### config.mk
export PLATFORM = sky130hd
export DESIGN_NAME = mem_port_arbiter
export DESIGN_NICKNAME = d
export VERILOG_FILES = /design/src/rtl/mem_arb_pkg.sv /design/src/rtl/mem_port_arbiter_rr_picker.sv /design/src/rtl/mem_port_arbiter.sv
export SDC_FILE = /design/constraint.sdc
export NUM_CORES = 1
export LEC_CHECK = 0
export ABC_CLOCK_PERIOD_IN_PS = 4400
export CAP_MARGIN = 20
export CORE_AREA = 2 2 120 122
export DETAILED_ROUTE_END_ITERATION = 10
export DIE_AREA = 0 0 122 124
export PLACE_DENSITY = 0.77
export SLEW_MARGIN = 20
export SYNTH_ARGS = -nofsm -noshare
export SYNTH_HDL_FRONTEND = slang
export SYNTH_SLANG_ARGS = --single-unit
### constraint.sdc
create_clock -name clk -period 4.4 [get_ports clk]
set_input_delay 1.32 -clock clk [delete_from_list [all_inputs] [get_ports clk]]
set_output_delay 1.32 -clock clk [all_outputs]
set_load 0.01 [all_outputs]
### src/rtl/mem_arb_pkg.sv
// Shared defaults and FSM state encoding for the memory port arbiter.
package mem_arb_pkg;

    localparam int unsigned NUM_REQ_DEF = 4;
    localparam int unsigned ADDR_W_DEF  = 11;
    localparam int unsigned DATA_W_DEF  = 32;

    typedef enum logic [1:0] {
        IDLE  = 2'd0,
        ISSUE = 2'd1,
        WAIT  = 2'd2
    } arb_state_e;

    // Width of a requester index; at least one bit even for a single requester.
    function automatic int unsigned ptr_width(input int unsigned n);
        return (n > 1) ? $clog2(n) : 1;
    endfunction

endpackage

### src/rtl/mem_port_arbiter_rr_picker.sv
// Combinational round-robin search: first set request at or above ptr, wrapping to 0.
module rr_picker
    import mem_arb_pkg::*;
#(
    parameter int unsigned NUM_REQ = NUM_REQ_DEF,
    parameter int unsigned PTR_W   = ptr_width(NUM_REQ_DEF)
) (
    input  logic [NUM_REQ-1:0] req,
    input  logic [PTR_W-1:0]   ptr,
    output logic               valid,
    output logic [PTR_W-1:0]   index
);

    // Walk the requesters starting at ptr and keep the first one found.
    always_comb begin
        int unsigned cand;
        cand  = 0;
        valid = 1'b0;
        index = '0;
        for (int unsigned i = 0; i < NUM_REQ; i++) begin
            cand = 32'(ptr) + i;
            if (cand >= NUM_REQ) begin
                cand = cand - NUM_REQ;
            end
            if (!valid && req[PTR_W'(cand)]) begin
                valid = 1'b1;
                index = PTR_W'(cand);
            end
        end
    end

endmodule

### src/rtl/mem_port_arbiter.sv
// Arbitrates NUM_REQ cores onto one memory read/write port, one access at a time.
module mem_port_arbiter
    import mem_arb_pkg::*;
#(
    parameter int unsigned NUM_REQ = NUM_REQ_DEF,
    parameter int unsigned ADDR_W  = ADDR_W_DEF,
    parameter int unsigned DATA_W  = DATA_W_DEF
) (
    input  logic                      clk,
    input  logic                      reset,
    input  logic [NUM_REQ-1:0]        req,
    input  logic [NUM_REQ-1:0]        we,
    input  logic [NUM_REQ*ADDR_W-1:0] adrs,
    input  logic [NUM_REQ*DATA_W-1:0] wdata,
    output logic [NUM_REQ-1:0]        gnt,
    output logic [NUM_REQ-1:0]        rvalid,
    output logic [DATA_W-1:0]         rdata,
    output logic                      mem_r_en,
    output logic                      mem_w_en,
    output logic [ADDR_W-1:0]         mem_r_adrs,
    output logic [ADDR_W-1:0]         mem_w_adrs,
    output logic [DATA_W-1:0]         mem_data_in,
    input  logic [DATA_W-1:0]         mem_data_out,
    input  logic                      mem_r_valid,
    output logic                      busy
);

    localparam int unsigned PTR_W = ptr_width(NUM_REQ);

    arb_state_e           state_q;
    logic [PTR_W-1:0]     ptr_q;
    logic [PTR_W-1:0]     ptr_d;
    logic [PTR_W-1:0]     idx_q;
    logic                 we_q;
    logic [ADDR_W-1:0]    adrs_q;
    logic [DATA_W-1:0]    wdata_q;
    logic [NUM_REQ-1:0]   gnt_q;
    logic                 r_en_q;
    logic                 w_en_q;

    logic                 pick_valid;
    logic [PTR_W-1:0]     pick_idx;
    logic                 pick_we;
    logic [ADDR_W-1:0]    pick_adrs;
    logic [DATA_W-1:0]    pick_wdata;

    rr_picker #(
        .NUM_REQ (NUM_REQ),
        .PTR_W   (PTR_W)
    ) u_rr_picker (
        .req   (req),
        .ptr   (ptr_q),
        .valid (pick_valid),
        .index (pick_idx)
    );

    // Select the winner's request fields and the pointer that follows it.
    always_comb begin
        pick_we    = we[pick_idx];
        pick_adrs  = adrs[32'(pick_idx) * ADDR_W +: ADDR_W];
        pick_wdata = wdata[32'(pick_idx) * DATA_W +: DATA_W];
        if (32'(pick_idx) == NUM_REQ - 1) begin
            ptr_d = '0;
        end else begin
            ptr_d = pick_idx + PTR_W'(1);
        end
    end

    // Arbitration FSM with registered grant and memory enables.
    always_ff @(posedge clk) begin
        if (reset) begin
            state_q <= IDLE;
            ptr_q   <= '0;
            idx_q   <= '0;
            we_q    <= 1'b0;
            adrs_q  <= '0;
            wdata_q <= '0;
            gnt_q   <= '0;
            r_en_q  <= 1'b0;
            w_en_q  <= 1'b0;
        end else begin
            gnt_q  <= '0;
            r_en_q <= 1'b0;
            w_en_q <= 1'b0;
            case (state_q)
                IDLE: begin
                    if (pick_valid) begin
                        idx_q   <= pick_idx;
                        we_q    <= pick_we;
                        adrs_q  <= pick_adrs;
                        wdata_q <= pick_wdata;
                        ptr_q   <= ptr_d;
                        gnt_q   <= NUM_REQ'(1) << pick_idx;
                        w_en_q  <= pick_we;
                        r_en_q  <= ~pick_we;
                        state_q <= ISSUE;
                    end
                end
                ISSUE: begin
                    state_q <= we_q ? IDLE : WAIT;
                end
                WAIT: begin
                    if (mem_r_valid) begin
                        state_q <= IDLE;
                    end
                end
                default: begin
                    state_q <= IDLE;
                end
            endcase
        end
    end

    // Read data is forwarded in the same cycle the memory flags it valid.
    always_comb begin
        rvalid = '0;
        rdata  = '0;
        if (state_q == WAIT && mem_r_valid) begin
            rvalid = NUM_REQ'(1) << idx_q;
            rdata  = mem_data_out;
        end
    end

    assign gnt         = gnt_q;
    assign mem_r_en    = r_en_q;
    assign mem_w_en    = w_en_q;
    assign mem_r_adrs  = adrs_q;
    assign mem_w_adrs  = adrs_q;
    assign mem_data_in = wdata_q;
    assign busy        = (state_q != IDLE);

endmodule
==> out/results.ini <==
[power_and_ir_drop]
p_int_mw = 1.409
seq_power_share_pct = 31.8
netSwitchingFraction_pct = 34.14
power_switching_mw = 0.7306
leakage_nw = 2.937
power_frac_comb_pct = 47.9
powerDensity_mw_per_mm2 = 298.5
clock_power_share_pct = 20.3
design_power_total_mw = 2.140
ir_drop_mv = 0.1829

[drt]
wl_per_cell_um = 16.62
drtAntennaViolNets = 0
drcViolationCount = 0
dr.first_iter.drc_count = 103
top_layer = met4
vias_per_cell = 4.884
dr.pass1.iters = 4
wl_met3_um = 1173
wl_met2_um = 7740
routed_wl_um = 15110
wl_met1_um = 5826
dr_total_vias = 4440

[setup_path]
cp_num_buf_inv = 3
cp-start-kind = input port
crit_chain = clkdlybuf4s50_1, nand2_1, nor2_2, buf_12, nand2_1, nor2_1, clkdlybuf4s50_1
required_ns = 3.08
critical_path_arrival_ns = 2.99
slowest_delay_ns = 0.56
path_class = input port to output port
path_max_fanout = 34
crit_path_end_kind = output port
slowest_stage = clkdlybuf4s50_1
crit_family = buffers and inverters

[hold_path]
hp-class = flop to flop

[cts]
clock-sinks = 56
clockRootBuffer = clkbuf_16
cts_setup_buffers = 0
clockBufferDepth = 2
path_clk_slew_ns = 0.08
cts_tree = built
clkLatencyLatePin_ns = 0.30
htreeDepth = 2
numCtsBuffers = 5

[synthesis]
synthArstFlopShare_pct = 0
synth_flop_cell = dfxtp_1
syn-num-nets = 669
post_synth_num_cell_types = 36
syn_area_mm2 = 0.003871
synthAdderAreaFrac_pct = 0
yosysTopAreaCell = dfxtp_1
synth_xor_area_share_pct = 0.2262
ys_ff_latch = 56
synth-seq-area-share_pct = 28.96
synth_top_area_share_pct = 28.96
synth-simple-area-share_pct = 20.88
syn-instance-count = 454
synthMuxAreaShare_pct = 12.41
synth-edff-count = 0
synth_compound_area_share_pct = 28.57
synthTopCellsByArea = dfxtp_1 29%, mux2i_1 12%, o211ai_2 9.7%
synth_top_family_by_area = compound AO/OA/AOI/OAI gates
postSynthAreaPerCell_um2 = 8.527
yosys_warnings = 0

[floorplanning]
dieArea_mm2 = 0.01513
pin_count = 312
start_util_pct = 28.22
dieHeight_um = 124
core_mm2 = 0.01372
rows = 43
die_w_um = 122

[layout]
drive_gt1_share_pct = 7.819
nFillCells = 1251
most-common-layout-cells = 311 x clkdlybuf4s50_1, 56 x dfxtp_1, 48 x nand2_1, 48 x mux2i_1, 44 x and3_1
flow.area_growth_from_synthesis_pct = 85.20
layout_commonest_cell = clkdlybuf4s50_1
utilization_pct = 52.26
antennaDiodeCount = 0
nets = 943

[timing]
finalSetupViolations = 0
whs_ns = 0.4772
finalMaxSlewViolations = 0
max_freq_mhz = 232.3
fin_crit_sh_pct = 97.85
tns_ns = 0
max_slew.worst_pin.slew_ns = 0.8455
slew_headroom_pct = 43.42
hold_violations = 0
grt_setup_unrepaired = false
worst_slack_ns = 0.09463
fin_skew_ns = 0.008625
fin_crit_ns = 4.305

[placed_design]
pre_cts_slack_ns = 0.07132
place_hpwl_um = 11510
gp_congestion = 0.7786
portBuffers = 311

[global_route]
antenna_found_initial = 0
grt_pass1_wl_um = 22180
grt_use_total_pct = 18.74
grt_pass1_vias = 4342
grt_max_degree = 88
grt_overflow_total = 0

[outcome]
outcome = finished, final reports clean

[job]
max-cap-violations = 0

registers in the layout, indices dropped and copies added, names as in the netlist:
name,count
gnt,4
idx_q,2
mem_data_in,32
mem_r_adrs,11
mem_r_en,1
mem_w_en,1
ptr_q,2
state_q,2
we_q,1
logic make-up after synthesis:
logic type	after synthesis
simple gates	150
mux	48
compound gates	142
xor+xnor	1
buf+inv	57
flops	56
what timing repair did:
action | 4_1_cts | 5_1_grt
setup endpoints to repair | 0 | 1
hold buffers | 0 | 0
gates resized for setup | 0 | 1
endpoints found under the hold margin | 0 | 0
Yosys cell counts, types with 2 or more instances:
cell type,number
dfxtp_1,56
mux2i_1,48
nand2_1,48
and3_1,44
a21boi_0,42
o21ai_1,40
and2_1,33
o211ai_2,30
clkbuf_1,22
buf_4,15
nor2_1,13
o211ai_1,13
buf_6,9
buf_2,6
o21ai_0,5
a21oi_1,4
inv_1,4
a21boi_1,2
nand2b_1,2
nor4_1,2
metrics by stage:
step,cells,instance area (µm²)
after floorplan,454,3871
after global placement,901,7013
after detailed placement,901,7013
after CTS,909,7167
after global routing,909,7169
final,909,7169
per-layer routing:
| metal | track usage [%] | vias to the layer above |
|---|---|---|
| met2 | 34.29 | 188 |
| met1 | 20.85 | 2068 |
| met3 | 5.174 | 22 |
| met4 | 6.466 | 0 |
| li1 | - | 2162 |
| met5 | 0 | - |
layout make-up:
type                       instances  area (µm²)  area share, %
tap                              180       225.2          3.141
timing repair buffer             319        3223          44.96
sequential                        56        1121          15.64
multi-input combinational        341        2426          33.84
clock inverter                     3       28.78         0.4014
clock buffer                       5       125.1          1.745
inverter                           5       20.02         0.2792
worst reg2reg max path: cells and delay by family (launching register included):
family | cells | cell delay (ns)
and+or+nand+nor | 1 | 0.34
DFF | 1 | 0.45
AOI/OAI and AO/OA | 2 | 0.64
xor gates and xnor gates | 1 | 0.15
muxes | 1 | 0.21
buffers and inverters | 1 | 0.51
power by group through the flow:
stage	sequential, mW	clock (mW)	combinational [mW]
after floorplan	0.718	0	0.494
after global placement	0.684	0	1.01
after detailed placement	0.689	0	1.03
after CTS	0.679	0.456	1.04
after global routing	0.692	0.470	1.10
final	0.680	0.435	1.02
worst paths after layout:
kind             startpoint              to  slack, ns  cells after the start
min reg2reg  mem_data_in[7]  mem_data_in[7]       0.48                      2
max reg2reg        ptr_q[1]        ptr_q[1]       1.97                      6
min          mem_data_in[7]  mem_data_in[7]       0.48                      2
max             mem_r_valid       rvalid[1]       0.09                      7
(Power assumes the default switching activity.)
